### src/rtl/ddr2_init_refresh_seq_pkg.sv
// Shared DDR2 command encodings, mode-register field positions and init FSM states
// for the power-up / refresh sequencer.
package ddr2_init_refresh_seq_pkg;

  typedef enum logic [2:0] {
    CMD_LOAD = 3'b000,
    CMD_REF  = 3'b001,
    CMD_PRE  = 3'b010,
    CMD_ACT  = 3'b011,
    CMD_WR   = 3'b100,
    CMD_RD   = 3'b101,
    CMD_NOP  = 3'b111
  } ddr2_cmd_e;

  typedef enum logic [3:0] {
    ST_W200,
    ST_PREA1,
    ST_EMR2,
    ST_EMR3,
    ST_EMR1,
    ST_MRDLL,
    ST_PREA2,
    ST_REF1,
    ST_REF2,
    ST_MR,
    ST_OCDDEF,
    ST_OCDEXIT,
    ST_DLLW,
    ST_IDLE
  } init_state_e;

  localparam int MR_BL_LSB      = 0;
  localparam int MR_CL_LSB      = 4;
  localparam int MR_DLL_RST_BIT = 8;
  localparam int MR_WR_LSB      = 9;
  localparam int PRE_ALL_BIT    = 10;
  localparam int EMR_OCD_LSB    = 7;

  localparam int BA_MR   = 0;
  localparam int BA_EMR1 = 1;
  localparam int BA_EMR2 = 2;
  localparam int BA_EMR3 = 3;

  // A0=0 enables the DLL; drive strength, Rtt and AL all left at their zero defaults
  localparam logic [15:0] EMR1_BASE = 16'h0000;

  function automatic logic [15:0] mr_word(input int cl, input int wr, input int bl);
    logic [15:0] w;
    int          wr_m1;
    w     = '0;
    wr_m1 = wr - 1;
    w[MR_BL_LSB +: 3] = (bl == 8) ? 3'b011 : 3'b010;
    w[MR_CL_LSB +: 3] = cl[2:0];
    w[MR_WR_LSB +: 3] = wr_m1[2:0];
    return w;
  endfunction

  function automatic int imax(input int a, input int b);
    return (a > b) ? a : b;
  endfunction

endpackage

### src/rtl/ddr2_init_refresh_seq_if.sv
// DRAM command pins plus the refresh req/gnt handshake with the main command arbiter.
interface ddr2_init_refresh_seq_if #(
  parameter int ADDR_BITS = 14,
  parameter int BA_BITS   = 3,
  parameter int CS_BITS   = 1
);
  logic [CS_BITS-1:0]   cke;
  logic [CS_BITS-1:0]   cs_n;
  logic                 ras_n;
  logic                 cas_n;
  logic                 we_n;
  logic [BA_BITS-1:0]   ba;
  logic [ADDR_BITS-1:0] addr;
  logic [CS_BITS-1:0]   odt;
  logic                 init_done;
  logic                 ref_req;
  logic                 ref_urgent;
  logic                 ref_gnt;
  logic                 ref_busy;
  logic                 cmd_own;

  modport master (
    output cke, cs_n, ras_n, cas_n, we_n, ba, addr, odt,
    output init_done, ref_req, ref_urgent, ref_busy, cmd_own,
    input  ref_gnt
  );

  modport slave (
    input  cke, cs_n, ras_n, cas_n, we_n, ba, addr, odt,
    input  init_done, ref_req, ref_urgent, ref_busy, cmd_own,
    output ref_gnt
  );
endinterface

### src/rtl/ddr2_init_refresh_seq_refresh_sched.sv
// Refresh scheduler: tREFI interval ticker, saturating owed-refresh counter and the
// req/gnt/busy handshake that holds the bus for tRFC after each REF.
module ddr2_init_refresh_seq_refresh_sched #(
  parameter int T_RFC_CYC    = 17,
  parameter int T_REFI_CYC   = 1036,
  parameter int MAX_POSTPONE = 8
) (
  input  logic clk,
  input  logic rst,
  input  logic run,
  input  logic ref_gnt,
  output logic ref_req,
  output logic ref_urgent,
  output logic ref_busy,
  output logic ref_start
);

  localparam int REFI_W = $clog2(T_REFI_CYC + 1);
  localparam int RFC_W  = $clog2(T_RFC_CYC + 1);
  localparam int OWED_W = $clog2(MAX_POSTPONE + 2);

  localparam logic [REFI_W-1:0] REFI_RELOAD = REFI_W'(T_REFI_CYC - 1);
  localparam logic [RFC_W-1:0]  RFC_LOAD    = RFC_W'(T_RFC_CYC - 1);
  localparam logic [OWED_W-1:0] OWED_SAT    = OWED_W'(MAX_POSTPONE + 1);
  localparam logic [OWED_W-1:0] OWED_URGENT = OWED_W'(MAX_POSTPONE);

  logic [REFI_W-1:0] refi_cnt;
  logic [RFC_W-1:0]  rfc_cnt;
  logic [OWED_W-1:0] owed;
  logic [OWED_W-1:0] owed_nxt;
  logic              busy_nxt;
  logic              tick;
  logic              done;

  assign tick      = run && (refi_cnt == '0);
  assign done      = ref_busy && (rfc_cnt == '0);
  assign ref_start = run && ref_gnt && ref_req;

  // A tick and a completed refresh in the same cycle cancel out
  always_comb begin
    owed_nxt = owed;
    busy_nxt = ref_busy;
    if (tick && !done) begin
      if (owed != OWED_SAT) owed_nxt = owed + 1'b1;
    end else if (done && !tick) begin
      owed_nxt = owed - 1'b1;
    end
    if (ref_start) busy_nxt = 1'b1;
    else if (done) busy_nxt = 1'b0;
  end

  always_ff @(posedge clk) begin
    if (rst || !run) begin
      refi_cnt   <= REFI_RELOAD;
      rfc_cnt    <= '0;
      owed       <= '0;
      ref_busy   <= 1'b0;
      ref_req    <= 1'b0;
      ref_urgent <= 1'b0;
    end else begin
      refi_cnt <= tick ? REFI_RELOAD : refi_cnt - 1'b1;
      if (ref_start) rfc_cnt <= RFC_LOAD;
      else if (ref_busy && rfc_cnt != '0) rfc_cnt <= rfc_cnt - 1'b1;
      owed       <= owed_nxt;
      ref_busy   <= busy_nxt;
      ref_req    <= (owed_nxt != '0) && !busy_nxt;
      ref_urgent <= (owed_nxt >= OWED_URGENT);
    end
  end

endmodule

### src/rtl/ddr2_init_refresh_seq.sv
// DDR2 power-up / mode-register sequencer; after init it hands the pins to the
// refresh scheduler, which issues auto-refresh on grant from the command arbiter.
module ddr2_init_refresh_seq
  import ddr2_init_refresh_seq_pkg::*;
#(
  parameter int ADDR_BITS    = 14,
  parameter int BA_BITS      = 3,
  parameter int CS_BITS      = 1,
  parameter int T_INIT_CYC   = 26596,
  parameter int T_CKE_CYC    = 54,
  parameter int T_RP_CYC     = 3,
  parameter int T_MRD_CYC    = 2,
  parameter int T_RFC_CYC    = 17,
  parameter int T_REFI_CYC   = 1036,
  parameter int T_DLL_CYC    = 200,
  parameter int CL           = 5,
  parameter int WR           = 6,
  parameter int BL           = 4,
  parameter int MAX_POSTPONE = 8
) (
  input logic                     clk,
  input logic                     rst,
  ddr2_init_refresh_seq_if.master bus
);

  localparam int WAIT_MAX = imax(imax(imax(T_INIT_CYC, T_CKE_CYC), imax(T_RP_CYC, T_MRD_CYC)),
                                 imax(T_RFC_CYC, T_DLL_CYC));
  localparam int WAIT_W   = $clog2(WAIT_MAX + 1);

  localparam logic [ADDR_BITS-1:0] MR_VAL   = ADDR_BITS'(mr_word(CL, WR, BL));
  localparam logic [ADDR_BITS-1:0] DLL_RST  = ADDR_BITS'(32'd1 << MR_DLL_RST_BIT);
  localparam logic [ADDR_BITS-1:0] PRE_ALL  = ADDR_BITS'(32'd1 << PRE_ALL_BIT);
  localparam logic [ADDR_BITS-1:0] EMR1_VAL = ADDR_BITS'(EMR1_BASE);
  localparam logic [ADDR_BITS-1:0] OCD_DEF  = ADDR_BITS'(32'h7 << EMR_OCD_LSB);

  init_state_e          state, state_nxt;
  logic [WAIT_W-1:0]    wait_cnt, wait_nxt;
  logic                 cke_q, cke_nxt;
  ddr2_cmd_e            cmd_q, cmd_nxt;
  logic [BA_BITS-1:0]   ba_q, ba_nxt;
  logic [ADDR_BITS-1:0] addr_q, addr_nxt;
  logic                 done_q, done_nxt;
  logic                 go;
  logic                 ref_busy;
  logic                 ref_start;

  assign go = (wait_cnt == '0);

  ddr2_init_refresh_seq_refresh_sched #(
    .T_RFC_CYC    (T_RFC_CYC),
    .T_REFI_CYC   (T_REFI_CYC),
    .MAX_POSTPONE (MAX_POSTPONE)
  ) u_sched (
    .clk        (clk),
    .rst        (rst),
    .run        (done_q),
    .ref_gnt    (bus.ref_gnt),
    .ref_req    (bus.ref_req),
    .ref_urgent (bus.ref_urgent),
    .ref_busy   (ref_busy),
    .ref_start  (ref_start)
  );

  // Each init step fires once its wait has expired, then loads the gap to the next step
  always_comb begin
    state_nxt = state;
    wait_nxt  = go ? '0 : wait_cnt - 1'b1;
    cke_nxt   = cke_q;
    cmd_nxt   = CMD_NOP;
    ba_nxt    = '0;
    addr_nxt  = '0;
    done_nxt  = done_q;
    case (state)
      ST_W200: if (go) begin
        cke_nxt = 1'b1; wait_nxt = WAIT_W'(T_CKE_CYC - 1); state_nxt = ST_PREA1;
      end
      ST_PREA1: if (go) begin
        cmd_nxt = CMD_PRE; addr_nxt = PRE_ALL;
        wait_nxt = WAIT_W'(T_RP_CYC - 1); state_nxt = ST_EMR2;
      end
      ST_EMR2: if (go) begin
        cmd_nxt = CMD_LOAD; ba_nxt = BA_BITS'(BA_EMR2);
        wait_nxt = WAIT_W'(T_MRD_CYC - 1); state_nxt = ST_EMR3;
      end
      ST_EMR3: if (go) begin
        cmd_nxt = CMD_LOAD; ba_nxt = BA_BITS'(BA_EMR3);
        wait_nxt = WAIT_W'(T_MRD_CYC - 1); state_nxt = ST_EMR1;
      end
      ST_EMR1: if (go) begin
        cmd_nxt = CMD_LOAD; ba_nxt = BA_BITS'(BA_EMR1); addr_nxt = EMR1_VAL;
        wait_nxt = WAIT_W'(T_MRD_CYC - 1); state_nxt = ST_MRDLL;
      end
      ST_MRDLL: if (go) begin
        cmd_nxt = CMD_LOAD; ba_nxt = BA_BITS'(BA_MR); addr_nxt = MR_VAL | DLL_RST;
        wait_nxt = WAIT_W'(T_MRD_CYC - 1); state_nxt = ST_PREA2;
      end
      ST_PREA2: if (go) begin
        cmd_nxt = CMD_PRE; addr_nxt = PRE_ALL;
        wait_nxt = WAIT_W'(T_RP_CYC - 1); state_nxt = ST_REF1;
      end
      ST_REF1: if (go) begin
        cmd_nxt = CMD_REF; wait_nxt = WAIT_W'(T_RFC_CYC - 1); state_nxt = ST_REF2;
      end
      ST_REF2: if (go) begin
        cmd_nxt = CMD_REF; wait_nxt = WAIT_W'(T_RFC_CYC - 1); state_nxt = ST_MR;
      end
      ST_MR: if (go) begin
        cmd_nxt = CMD_LOAD; ba_nxt = BA_BITS'(BA_MR); addr_nxt = MR_VAL;
        wait_nxt = WAIT_W'(T_MRD_CYC - 1); state_nxt = ST_OCDDEF;
      end
      ST_OCDDEF: if (go) begin
        cmd_nxt = CMD_LOAD; ba_nxt = BA_BITS'(BA_EMR1); addr_nxt = EMR1_VAL | OCD_DEF;
        wait_nxt = WAIT_W'(T_MRD_CYC - 1); state_nxt = ST_OCDEXIT;
      end
      ST_OCDEXIT: if (go) begin
        cmd_nxt = CMD_LOAD; ba_nxt = BA_BITS'(BA_EMR1); addr_nxt = EMR1_VAL;
        wait_nxt = WAIT_W'(T_DLL_CYC - 1); state_nxt = ST_DLLW;
      end
      ST_DLLW: if (go) begin
        done_nxt = 1'b1; state_nxt = ST_IDLE;
      end
      ST_IDLE: if (ref_start) cmd_nxt = CMD_REF;
      default: state_nxt = ST_W200;
    endcase
  end

  always_ff @(posedge clk) begin
    if (rst) begin
      state    <= ST_W200;
      wait_cnt <= WAIT_W'(T_INIT_CYC - 1);
      cke_q    <= 1'b0;
      cmd_q    <= CMD_NOP;
      ba_q     <= '0;
      addr_q   <= '0;
      done_q   <= 1'b0;
    end else begin
      state    <= state_nxt;
      wait_cnt <= wait_nxt;
      cke_q    <= cke_nxt;
      cmd_q    <= cmd_nxt;
      ba_q     <= ba_nxt;
      addr_q   <= addr_nxt;
      done_q   <= done_nxt;
    end
  end

  // Every rank is addressed together, so chip select stays asserted; NOPs mask the gaps
  assign bus.cke       = {CS_BITS{cke_q}};
  assign bus.cs_n      = '0;
  assign bus.odt       = '0;
  assign bus.ras_n     = cmd_q[2];
  assign bus.cas_n     = cmd_q[1];
  assign bus.we_n      = cmd_q[0];
  assign bus.ba        = ba_q;
  assign bus.addr      = addr_q;
  assign bus.init_done = done_q;
  assign bus.ref_busy  = ref_busy;
  assign bus.cmd_own   = !done_q || ref_busy;

endmodule

### src/flat_wrapper.sv
// flat-port wrapper written by rule: the top's interface ports become plain ports
module ddr2_init_refresh_seq_flat import ddr2_init_refresh_seq_pkg::*;
#(
  parameter int ADDR_BITS    = 14,
  parameter int BA_BITS      = 3,
  parameter int CS_BITS      = 1,
  parameter int T_INIT_CYC   = 26596,
  parameter int T_CKE_CYC    = 54,
  parameter int T_RP_CYC     = 3,
  parameter int T_MRD_CYC    = 2,
  parameter int T_RFC_CYC    = 17,
  parameter int T_REFI_CYC   = 1036,
  parameter int T_DLL_CYC    = 200,
  parameter int CL           = 5,
  parameter int WR           = 6,
  parameter int BL           = 4,
  parameter int MAX_POSTPONE = 8
)
  (clk, rst, bus_cke, bus_cs_n, bus_ras_n, bus_cas_n, bus_we_n, bus_ba, bus_addr, bus_odt, bus_init_done, bus_ref_req, bus_ref_urgent, bus_ref_busy, bus_cmd_own, bus_ref_gnt);
  ddr2_init_refresh_seq_if #(.ADDR_BITS(ADDR_BITS), .BA_BITS(BA_BITS), .CS_BITS(CS_BITS)) bus_i ();
  input logic clk;
  input logic rst;
  output wire logic [$bits(bus_i.cke)-1:0] bus_cke;
  output wire logic [$bits(bus_i.cs_n)-1:0] bus_cs_n;
  output wire logic [$bits(bus_i.ras_n)-1:0] bus_ras_n;
  output wire logic [$bits(bus_i.cas_n)-1:0] bus_cas_n;
  output wire logic [$bits(bus_i.we_n)-1:0] bus_we_n;
  output wire logic [$bits(bus_i.ba)-1:0] bus_ba;
  output wire logic [$bits(bus_i.addr)-1:0] bus_addr;
  output wire logic [$bits(bus_i.odt)-1:0] bus_odt;
  output wire logic [$bits(bus_i.init_done)-1:0] bus_init_done;
  output wire logic [$bits(bus_i.ref_req)-1:0] bus_ref_req;
  output wire logic [$bits(bus_i.ref_urgent)-1:0] bus_ref_urgent;
  output wire logic [$bits(bus_i.ref_busy)-1:0] bus_ref_busy;
  output wire logic [$bits(bus_i.cmd_own)-1:0] bus_cmd_own;
  input wire logic [$bits(bus_i.ref_gnt)-1:0] bus_ref_gnt;
  assign bus_cke = bus_i.cke;
  assign bus_cs_n = bus_i.cs_n;
  assign bus_ras_n = bus_i.ras_n;
  assign bus_cas_n = bus_i.cas_n;
  assign bus_we_n = bus_i.we_n;
  assign bus_ba = bus_i.ba;
  assign bus_addr = bus_i.addr;
  assign bus_odt = bus_i.odt;
  assign bus_init_done = bus_i.init_done;
  assign bus_ref_req = bus_i.ref_req;
  assign bus_ref_urgent = bus_i.ref_urgent;
  assign bus_ref_busy = bus_i.ref_busy;
  assign bus_cmd_own = bus_i.cmd_own;
  assign bus_i.ref_gnt = bus_ref_gnt;
  ddr2_init_refresh_seq #(.ADDR_BITS(ADDR_BITS), .BA_BITS(BA_BITS), .CS_BITS(CS_BITS), .T_INIT_CYC(T_INIT_CYC), .T_CKE_CYC(T_CKE_CYC), .T_RP_CYC(T_RP_CYC), .T_MRD_CYC(T_MRD_CYC), .T_RFC_CYC(T_RFC_CYC), .T_REFI_CYC(T_REFI_CYC), .T_DLL_CYC(T_DLL_CYC), .CL(CL), .WR(WR), .BL(BL), .MAX_POSTPONE(MAX_POSTPONE)) u_core (.clk(clk), .rst(rst), .bus(bus_i));
endmodule
### config.mk
export PLATFORM = sky130hd
export DESIGN_NAME = ddr2_init_refresh_seq_flat
export DESIGN_NICKNAME = d
export VERILOG_FILES = /design/src/rtl/ddr2_init_refresh_seq_pkg.sv /design/src/rtl/ddr2_init_refresh_seq_if.sv /design/src/rtl/ddr2_init_refresh_seq_refresh_sched.sv /design/src/rtl/ddr2_init_refresh_seq.sv /design/src/flat_wrapper.sv
export SDC_FILE = /design/constraint.sdc
export NUM_CORES = 1
export LEC_CHECK = 0
export CORE_MARGIN = 2
export CORE_UTILIZATION = 42
export DETAILED_ROUTE_END_ITERATION = 8
export SYNTH_ARGS = -nofsm -noshare
export SYNTH_HDL_FRONTEND = slang
export SYNTH_HIERARCHICAL = 1
export SYNTH_SLANG_ARGS = --single-unit
### constraint.sdc
create_clock -name clk -period 5.2 [get_ports clk]
set_input_delay 1.04 -clock clk [delete_from_list [all_inputs] [get_ports clk]]
set_output_delay 1.04 -clock clk [all_outputs]
set_load 0.02 [all_outputs]
Word-level counts from Yosys, hierarchy flattened
Cells that the tools add are included.
{"block": "word_totals", "wordCells": 121, "regBits": 64, "in_bits": 3}
{"block": "op_classes", "mux": 42, "order_cmp": 1, "bitwise_logic": 1, "eq_ne": 27, "n_addsub": 5, "n_reduce_logical": 31}
{"operator": "$mux W15", "n": 6}
{"operator": "$pmux W15 S5", "n": 1}
{"operator": "$mux W4", "n": 16}
{"operator": "$pmux W14 S4", "n": 1}
{"operator": "$pmux W4 S14", "n": 1}
{"operator": "$ne A2 B1 Y1 const B", "n": 13}
{"operator": "$eq A4 B4 Y1 const B", "n": 6}
{"operator": "$mux W12", "n": 2}
{"operator": "$eq A4 B3 Y1 const B", "n": 4}
{"operator": "$logic_not A15 Y1", "n": 1}
{"operator": "$sub A15 B1 Y15 const B", "n": 1}
{"operator": "$reduce_and A14 Y1", "n": 1}
{"operator": "$mux W3", "n": 4}
{"operator": "$pmux W3 S4", "n": 1}
{"operator": "$logic_not A11 Y1", "n": 1}
{"operator": "$mux W11", "n": 1}
{"operator": "$sub A11 B1 Y11 const B", "n": 1}
{"operator": "$mux W10", "n": 1}
{"operator": "$mux W5", "n": 2}
{"operator": "$pmux W3 S3", "n": 1}
{"operator": "$eq A4 B2 Y1 const B", "n": 2}
{"operator": "$logic_and A1 B1 Y1", "n": 8}
{"operator": "$reduce_or A2 Y1", "n": 4}
{"operator": "$reduce_or A7 Y1", "n": 1}
{"operator": "other kinds (19)", "n": 27}

Depth between registers and ports, before layout
Gate-level depths: netlist (run 1).
{"block": "depth", "word_depth": 8, "ltp_mapped": 8, "depth_no_buf": 8}

By module
The synthesis (run 1) kept the hierarchy.
{"mod": "ddr2_init_refresh_seq", "area_each_um2": 1629.1, "cells_per_inst": 194, "n_inst": 1}
{"mod": "ddr2_init_refresh_seq_refresh_sched", "area_each_um2": 1157.4, "cells_per_inst": 128, "n_inst": 1}

Least setup slack after synthesis (run 1)
Ideal clock, no wire load.
{"block": "synth_path", "path_type": "register -> register", "startpoint": "register u_core.u_sched.refi_cnt[3]", "endpoint": "register u_core.u_sched.ref_req", "stages_incl_launch_ff": 7, "synth_period_minus_slack_ns": 2.097, "setup_ns": 0.079, "n_path_buf": 0, "t_arrival_ns": 2.017, "setup_slack_ns": 3.103, "cell_sequence": "dfxtp_1 > or4_4 > nor4_4 > mux2i_1 > xnor2_2 > a21oi_1 > a211oi_2"}
{"block": "synth_between", "elab_chain_cells": 8}
{"item": "from (decl)", "line_no": "ddr2_init_refresh_seq_refresh_sched.sv:27", "source": "logic [REFI_W-1:0] refi_cnt;"}
{"item": "from (signal assigned)", "line_no": "ddr2_init_refresh_seq_refresh_sched.sv:61", "source": "refi_cnt <= tick ? REFI_RELOAD : refi_cnt - 1'b1;"}
{"item": "$logic_not A11 Y1 *", "line_no": "ddr2_init_refresh_seq_refresh_sched.sv:35", "source": "assign tick = run && (refi_cnt == '0);"}
{"item": "$logic_and A1 B1 Y1 *", "line_no": "ddr2_init_refresh_seq_refresh_sched.sv:35"}
{"item": "$logic_not A1 Y1", "line_no": "ddr2_init_refresh_seq_refresh_sched.sv:45", "source": "end else if (done && !tick) begin"}
{"item": "$logic_and A1 B1 Y1", "line_no": "ddr2_init_refresh_seq_refresh_sched.sv:45"}
{"item": "$mux W4", "line_no": "ddr2_init_refresh_seq_refresh_sched.sv:45"}
{"item": "$mux W4 *", "line_no": "ddr2_init_refresh_seq_refresh_sched.sv:43", "source": "if (tick && !done) begin"}
{"item": "$reduce_bool A4 Y1 *", "line_no": "ddr2_init_refresh_seq_refresh_sched.sv:66", "source": "ref_req <= (owed_nxt != '0) && !busy_nxt;"}
{"item": "$logic_and A1 B1 Y1 *", "line_no": "ddr2_init_refresh_seq_refresh_sched.sv:66"}
{"item": "to (signal assigned)", "line_no": "ddr2_init_refresh_seq_refresh_sched.sv:66"}
{"item": "to (decl)", "line_no": "ddr2_init_refresh_seq_refresh_sched.sv:12", "source": "output logic ref_req,"}
Every way passes the cells marked *; elsewhere a longest branch is shown, timed or not.
A chain may end at the register's enable or synchronous reset.

Worst setup path in the final report (run 1)
{"block": "layout_path", "startpoint": "input rst", "endpoint": "register u_core.u_sched.refi_cnt[6]"}
{"block": "layout_between", "elab_chain_cells": 2}
{"item": "from (decl)", "line_no": "flat_wrapper.sv:22", "source": "input logic rst;"}
{"item": "$logic_or A1 B1 Y1", "line_no": "ddr2_init_refresh_seq_refresh_sched.sv:53", "source": "if (rst || !run) begin"}
{"item": "$reduce_or A2 Y1 (no line)"}
Every way passes these cells.

==> results of run 1 <==
## worst reg2reg max path, cell delays in order, from the launching register on
cell and delay [ns]:
dfxtp_1 0.37, nor4_2 0.82, nand4_1 0.70, a311oi_1 0.44
a211oi_1 0.08
## path summary, 6_finish.rpt
check,start,slack [ns],depth (start not counted),end
max reg2reg,u_core/wait_cnt[4],2.65,4,u_core/wait_cnt[4]
min reg2reg,u_core/u_sched/refi_cnt[0],0.43,1,u_core/u_sched/refi_cnt[0]
min,u_core/u_sched/refi_cnt[0],0.43,1,u_core/u_sched/refi_cnt[0]
max,rst,2.59,5,u_core/u_sched/refi_cnt[6]
## power by group
part	internal [uW]	switching (uW)	total, uW
clock network	92.2	135	227
registers	418	8.38	427
logic	13.4	20.5	33.9
## per-stage QoR
step	power, uW	utilization, %	std cells	cell area (um2)	setup WS [ns]
floorplan	466	-	330	2820	3.10
global placement	470	46.2	401	2950	2.29
detailed placement	470	46.2	401	2950	2.24
CTS	697	47.5	408	3040	2.57
global route	720	47.5	408	3040	2.42
finish	688	47.5	408	3040	2.59
## state kept, by name, indices dropped and copies added, names as in the netlist
| register | flops |
|---|---|
| u_core/bus.addr | 5 |
| u_core/bus.ba | 2 |
| u_core/bus.cke | 1 |
| u_core/bus.init_done | 1 |
| u_core/cmd_q | 3 |
| u_core/state | 4 |
| u_core/u_sched/owed | 4 |
| u_core/u_sched/ref_busy | 1 |
| u_core/u_sched/ref_req | 1 |
| u_core/u_sched/ref_urgent | 1 |
| u_core/u_sched/refi_cnt | 11 |
| u_core/u_sched/rfc_cnt | 5 |
| u_core/wait_cnt | 15 |
## layout by cell type (no fill, tap or decap), types with 3 or more instances in the layout
master / n
xnor2_1: 13
clkdlybuf4s50_1: 21
ha_1: 9
dfxtp_1: 54
conb_1: 9
nand4_1: 4
nor3_1: 12
nor2_1: 40
clkbuf_8: 5
and2_1: 3
nor4_1: 6
a21oi_1: 25
nor3b_1: 4
or3_1: 4
nor2b_1: 6
nand2_1: 23
o21ai_0: 6
nand3_1: 7
nor4b_1: 3
a31oi_1: 4
o31ai_1: 4
inv_1: 11
xor2_1: 8
a211oi_1: 3
and4_1: 3
nand2b_1: 4
## layout make-up
class | count | area (um2) | area share (%)
Clock inverter | 2 | 15.0 | 0.495
Sequential cell | 54 | 1080 | 35.6
Multi-Input combinational cell | 237 | 1520 | 49.9
Tap cell | 77 | 96.3 | 3.17
Inverter | 11 | 41.3 | 1.36
Timing Repair Buffer | 22 | 218 | 7.17
Clock buffer | 5 | 68.8 | 2.27
## cells by family after synthesis
family	synth area share [%]
muxes	0.718
AOI/OAI and AO/OA	13.6
and+or+nand+nor	27.6
DFF	38.8
other	0.135
buffers and inverters	7.90
xor gates and xnor gates	7.18
adders and majority gates	4.04
## metal layers
layer	part of all wire, %	up-vias	wire length [um]
li1	-	1119	-
met1	51	1045	2690
met2	45	40	2380
met3	3.4	4	179
met4	0.93	0	49
met5	0	-	0
==> impl_metrics.ini, run 1 <==
[setup_path]
critical_path_required_ns = 5.45
cp.arrival_ns = 2.87
path_class = in -> reg
critPathLaunchType = primary input
worstPathMaxFanout = 13
path_cells = clkdlybuf4s50_1 > buf_4 > nand2b_1 > or2_2 > a21oi_1
cpMaxStageDelayCell = clkdlybuf4s50_1
cp_top_family = buffers and inverters
path_buf_inv = 2
cp_slowest_stage_delay_ns = 0.65
end_kind = register

[logic_synthesis]
avgSynthCellArea_um2 = 8.65
async_flop_share_pct = 0
yosysTopAreaCellShare_pct = 38.8
ys_types = 59
synth_top_area_cell = dfxtp_1
synth-warning-count = 6
synth_common_cells = 54 x dfxtp_1, 40 x nor2_1, 25 x a21oi_1
synth.most_common_cell = dfxtp_1
synth.area.top_cells = dfxtp_1 39%, nor2_1 5.4%, a21oi_1 4.5%
syn_area_um2 = 2790
yosys_most_used_dff = dfxtp_1
ys_seq_elements = 54
synth_edf_count = 0
synth_cells = 322
ys_seq_area_share_pct = 38.8

[place]
io_buffer_count = 21
dpl.hpwl_um = 3860
globalplace.congestion = 0.801

[power]
p_per_area_nw_per_um2 = 227
power.leakage_uw = 0.00108
vdd_ir_drop_max_mv = 0.105

[hold_path]
hold_class = reg -> reg

[final_layout]
n_antenna_cell = 0
fillers = 637
fin_nets = 343
final_layout_size_suffix_gt1_share_pct = 7.25
syn_to_final_growth_pct = 8.94

[grt]
antenna_found_initial = 0
grt_pass1_vias = 1940
grtUsageMet3_pct = 3.50
gr-total-overflow = 0
use_met1_pct = 21.5
grt_max_degree = 19
grt_use_met2_pct = 23.7
grt.total_usage_pct = 15.3
busiest_layer = met2
grt_pass1_wl_um = 9100

[detailed_routing]
num_vias = 2208
route.detailed.drc = 0
dr.pass1.iters = 4
antenna_left = 0
viasPerCell = 5.41
drt_iter0_markers = 93
totalWireLength_um = 5290
wl_per_cell_um = 13.0

[timing]
min_period_ns = 2.61
fin_crit_sh_pct = 50.3
hold_ws_ns = 0.429
slew_headroom_pct = 35.4
drv_slew = 0
rsz0062_at_grt = false
setup_viol = 0
fmax_mhz = 383
max_slew.worst_pin.slew_ns = 0.961
fin_tns_setup_ns = 0
clock_skew_ns = 0.0138
hold_violations = 0

[clock_tree]
root_buffer = clkbuf_8
cts_hold_buffers = 0
cts_tree = done
cts.sinks = 54
cts_setup_buffers = 0
clk_latency_ns = 0.31
clk_pin_slew_ns = 0.10
cts_made_buffers = 5
htree_num_levels = 2
cts_resized = 0
clk_path_buf_depth = 2

[floorplan]
start_util_pct = 43.6
die_y_um = 85.5
coreArea_um2 = 6390
rows = 29
dieWidth_um = 85.5
pin_count = 31
die_area_um2 = 7300

[outcome]
outcome = complete, no violations

[run]
maxCapViolCount = 0
Power figures use the tool's default switching activity.
==> run 2, diff against run 1 <==
Clock period 5.2 ns to 2.7 ns, I/O delays scaled along.
==> impl_metrics.ini, run 2 (synthesized netlist as in run 1, its figures left out) <==
[clock_tree]
cts_hold_buffers = 0
cts_setup_buffers = 0
clk_latency_ns = 0.30
cts_made_buffers = 5
clk_path_buf_depth = 2
htree_num_levels = 2
cts.sinks = 54
root_buffer = clkbuf_8
cts_resized = 0
cts_tree = done
clk_pin_slew_ns = 0.10

[floorplan]
coreArea_um2 = 6390
rows = 29
dieWidth_um = 85.5
pin_count = 31
die_y_um = 85.5
start_util_pct = 43.6
die_area_um2 = 7300

[place]
io_buffer_count = 21
dp.cells = 402
globalplace.congestion = 0.791
dpl.hpwl_um = 3840

[timing]
rsz0062_at_grt = false
drv_slew = 0
clock_skew_ns = 0.00742
setup_viol = 0
slew_headroom_pct = 31.9
fin_crit_sh_pct = 86.0
fmax_mhz = 431
max_slew.worst_pin.slew_ns = 1.01
fin_tns_setup_ns = 0
hold_violations = 0
min_period_ns = 2.32

[setup_path]
r2r_slack_ns = 0.38
end_kind = register
path_cells = or4_4 > nor4_4 > mux2i_1 > xnor2_2 > a21oi_1 > a211oi_2
critical_path_required_ns = 2.94
cp.arrival_ns = 2.56
reg2reg_depth = 6
r2r-end = u_core/u_sched/ref_req
worstPathMaxFanout = 10
cp_slowest_stage_delay_ns = 0.57
regToRegStartpoint = u_core/u_sched/refi_cnt[3]
cp_top_family = simple AND/OR/NAND/NOR gates
critPathLaunchType = register
cpMaxStageDelayCell = or4_4
path_class = reg -> reg
path_buf_inv = 0

[final_layout]
multi_input_area_um2 = 1520
final_layout_size_suffix_gt1_share_pct = 7.53
largestRegisters = u_core/wait_cnt (15), u_core/u_sched/refi_cnt (11)
regArea_um2 = 1080
n_antenna_cell = 0
layout_commonest_cell = dfxtp_1
final_cell_count_no_fill = 409
largest_reg_flops = 15
syn_to_final_growth_pct = 10.1
fin_nets = 344
final_cell_mix = 54 x dfxtp_1, 40 x nor2_1, 25 x a21oi_1, 23 x nand2_1, 21 x clkdlybuf4s50_1
regMostFlops = u_core/wait_cnt
fillers = 654

[hold_path]
hold_depth = 1
min_to = u_core/u_sched/refi_cnt[0]
hold_class = reg -> reg
hold_start = u_core/u_sched/refi_cnt[0]

[grt]
busiest_layer = met2
antenna_found_initial = 0
grt_pass1_wl_um = 9040
gr-total-overflow = 0
use_met1_pct = 20.6
grtUsageMet3_pct = 2.33
grt_use_met2_pct = 24.4
grt_max_degree = 25
grt_pass1_vias = 1981
grt.total_usage_pct = 15.2

[detailed_routing]
num_vias = 2191
wl_per_cell_um = 12.9
viasPerCell = 5.36
totalWireLength_um = 5270
drt_iter0_markers = 94
route.detailed.drc = 0
dr.pass1.iters = 4
antenna_left = 0

[power]
power.leakage_uw = 0.00110
vdd_ir_drop_max_mv = 0.199
p_per_area_nw_per_um2 = 463

[run]
maxCapViolCount = 0

[outcome]
outcome = complete, no violations
run 2: cell count changes in the layout (fill, tap and decap cells not counted):
| cell | before | now |
|---|---|---|
| clkinvlp_4 | 2 | 0 |
| clkinv_4 | 0 | 1 |
| buf_4 | 1 | 2 |
| bufinv_16 | 0 | 1 |
run 2: cell type report:
class / count / share of cell area (%)
multi-input combinational: 237 / 49.4
sequential: 54 / 35.3
timing repair buffer: 23 / 7.34
tap: 77 / 3.14
clock buffer: 5 / 2.24
inverter: 11 / 1.35
clock inverter: 2 / 1.26
run 2: power by group:
part           switching (uW)  internal, uW
logic                    40.7          25.8
clock network             260           273
registers                16.0           805
run 2: worst max path at each step:
stage / startpoint / end / slack, ns / cells past startpoint
after floorplan: u_core/u_sched/refi_cnt[3] / u_core/u_sched/ref_req / 0.60 / 6
after global placement: u_core/u_sched/rfc_cnt[0] / u_core/u_sched/ref_req / 0.50 / 8
after detailed placement: u_core/u_sched/refi_cnt[3] / u_core/u_sched/ref_req / 0.40 / 6
after CTS: u_core/u_sched/refi_cnt[3] / u_core/u_sched/ref_req / 0.38 / 6
after global routing: u_core/u_sched/refi_cnt[3] / u_core/u_sched/ref_req / 0.19 / 6
final: u_core/u_sched/refi_cnt[3] / u_core/u_sched/ref_req / 0.38 / 6
run 2: through the flow:
step	power [uW]	hold WS [ns]	cell area [um2]	setup slack [ns]	utilization, %
after floorplan	897	0.384	2820	0.603	-
after global placement	905	0.399	2960	0.496	46.3
after detailed placement	906	0.400	2960	0.399	46.3
after CTS	1440	0.425	3070	0.377	48.0
after global routing	1480	0.465	3070	0.193	48.0
final	1420	0.426	3070	0.378	48.0
run 2: layer usage:
| layer | vias up | share of wire (%) |
|---|---|---|
| met1 | 1020 | 50 |
| li1 | 1124 | - |
| met4 | 0 | 1.6 |
| met3 | 8 | 3.3 |
| met5 | - | 0 |
| met2 | 39 | 45 |
run 2: worst reg2reg max path, cell delays in order, from the launching register on:
cell and delay [ns]:
dfxtp_1 0.35, or4_4 0.57, nor4_4 0.55, mux2i_1 0.37
xnor2_2 0.17, a21oi_1 0.08, a211oi_2 0.17
==> run 3, diff against run 2 <==
Settings changed: CORE_UTILIZATION 42 to 56, GPL_TIMING_DRIVEN from default to 0, PLACE_DENSITY from default to 0.79.
==> impl_metrics.ini, run 3 (synthesized netlist as in run 1, its figures left out) <==
[outcome]
outcome = complete, no violations

[final_layout]
fillers = 411
final_cell_count_no_fill = 426
largestRegisters = u_core/wait_cnt (15), u_core/u_sched/refi_cnt (11)
postLayoutCellArea_um2 = 3210
syn_to_final_growth_pct = 15.0
final_core_util_pct = 67.4
largest_reg_flops = 15
final_layout_size_suffix_gt1_share_pct = 11.7
n_antenna_cell = 0
regMostFlops = u_core/wait_cnt
layout_commonest_cell = dfxtp_1
final_cell_mix = 54 x dfxtp_1, 40 x nor2_1, 25 x a21oi_1, 23 x nand2_1, 21 x clkdlybuf4s50_1
fin_nets = 370
regArea_um2 = 1080
multi_input_area_um2 = 1520

[setup_path]
worstPathMaxFanout = 10
cp_slowest_stage_delay_ns = 0.57
end_kind = register
cp.arrival_ns = 2.50
critPathLaunchType = register
path_class = reg -> reg
path_cells = or4_4 > nor4_4 > o211ai_2 > o22a_1 > o22ai_1 > a211oi_2
cpMaxStageDelayCell = or4_4
critical_path_required_ns = 2.90

[timing]
hold_violations = 0
drv_slew = 0
max_slew.worst_pin.slew_ns = 0.844
clock_skew_ns = 0.0122
rsz0062_at_grt = false
fin_tns_setup_ns = 0
fmax_mhz = 434
setup_viol = 0
slew_headroom_pct = 43.2
hold_ws_ns = 0.428
fin_crit_sh_pct = 85.3
min_period_ns = 2.30

[power]
power.switching_uw = 330
vdd_ir_drop_max_mv = 0.269
power_frac_clock_pct = 34.6
p_comb_share_pct = 6.1
swShare_pct = 24.0
p_per_area_nw_per_um2 = 430
power.leakage_uw = 0.00120
internal-power_uw = 1050
seqPwrFrac_pct = 59.3

[floorplan]
coreArea_um2 = 4750
die_y_um = 74.5
start_util_pct = 58.6
pin_count = 31
die_area_um2 = 5560
dieWidth_um = 74.5
rows = 25

[detailed_routing]
viasPerCell = 5.42
dr.pass1.iters = 4
totalWireLength_um = 5420
route.detailed.drc = 0
antenna_left = 0
drt_iter0_markers = 186
wl_per_cell_um = 12.7
num_vias = 2311

[clock_tree]
clk_latency_ns = 0.31
clk_pin_slew_ns = 0.10
cts_tree = done
root_buffer = clkbuf_8
htree_num_levels = 2
cts.sinks = 54
cts_resized = 0
cts_made_buffers = 5
cts_hold_buffers = 0
clk_path_buf_depth = 2
cts_setup_buffers = 0

[grt]
grt_max_degree = 17
gr-total-overflow = 0
grt_pass1_vias = 2072
grt_pass1_wl_um = 9080
grt.total_usage_pct = 21.0
antenna_found_initial = 0

[run]
maxCapViolCount = 0

[place]
post_dp_cell_area_um2 = 3110
io_buffer_count = 21
globalplace.congestion = 0.867
dpl.hpwl_um = 4000
dp.cells = 418

[hold_path]
hold_class = reg -> reg
==> run 3: cell count changes in the layout (fill, tap and decap cells not counted), moves of 2 or more <==
cell	change
buf_4	+11
clkbuf_1	+9
buf_6	+3
buf_2	+2
==> run 3: cell type report <==
class / instances / area share, %
Buffer: 28 / 5.58
Clock buffer: 6 / 2.58
Tap cell: 67 / 2.62
Clock inverter: 2 / 0.390
Multi-Input combinational cell: 237 / 47.3
Inverter: 11 / 1.29
Sequential cell: 54 / 33.7
Timing Repair Buffer: 21 / 6.56
==> run 3: layer usage <==
metal	global-route usage, %	part of all wire, %	wire length [um]	vias to the layer above
li1	-	-	-	1181
met1	26.9	47	2550	1076
met2	34.6	48	2590	48
met3	3.52	4.1	220	6
met4	9.92	1.1	61	0
met5	0	0	0	-
==> run 3: power by group through the flow <==
stage / registers [uW] / logic [uW] / clock network, uW
after global placement: 834 / 80.5 / 0
after global routing: 818 / 91.9 / 513
final: 817 / 83.8 / 477
after detailed placement: 834 / 82.4 / 0
after CTS: 816 / 82.6 / 490
after floorplan: 834 / 63.0 / 0
==> run 3: worst paths after layout <==
kind | start | to | slack, ns | cells past startpoint
worst max register to register | u_core/u_sched/refi_cnt[3] | u_core/u_sched/ref_req | 0.40 | 6
worst max-delay path | u_core/u_sched/refi_cnt[3] | u_core/u_sched/ref_req | 0.40 | 6
worst min-delay path | u_core/u_sched/refi_cnt[0] | u_core/u_sched/refi_cnt[0] | 0.43 | 1
worst min register to register | u_core/u_sched/refi_cnt[0] | u_core/u_sched/refi_cnt[0] | 0.43 | 1
==> run 3: through the flow <==
| stage | setup WS, ns | total power [uW] |
|---|---|---|
| 3_5_place_dp | 0.396 | 917 |
| 6_report | 0.398 | 1380 |
| 4_1_cts | 0.368 | 1390 |
| 5_1_grt | 0.178 | 1420 |
| 3_3_place_gp | 0.377 | 915 |
| 2_1_floorplan | 0.603 | 897 |
==> run 3: worst max-delay path: cells and delay by family (launching register included) <==
family / cells / cell delay [ns]
compound gates: 4 / 0.74
flops: 1 / 0.35
simple gates: 2 / 1.11
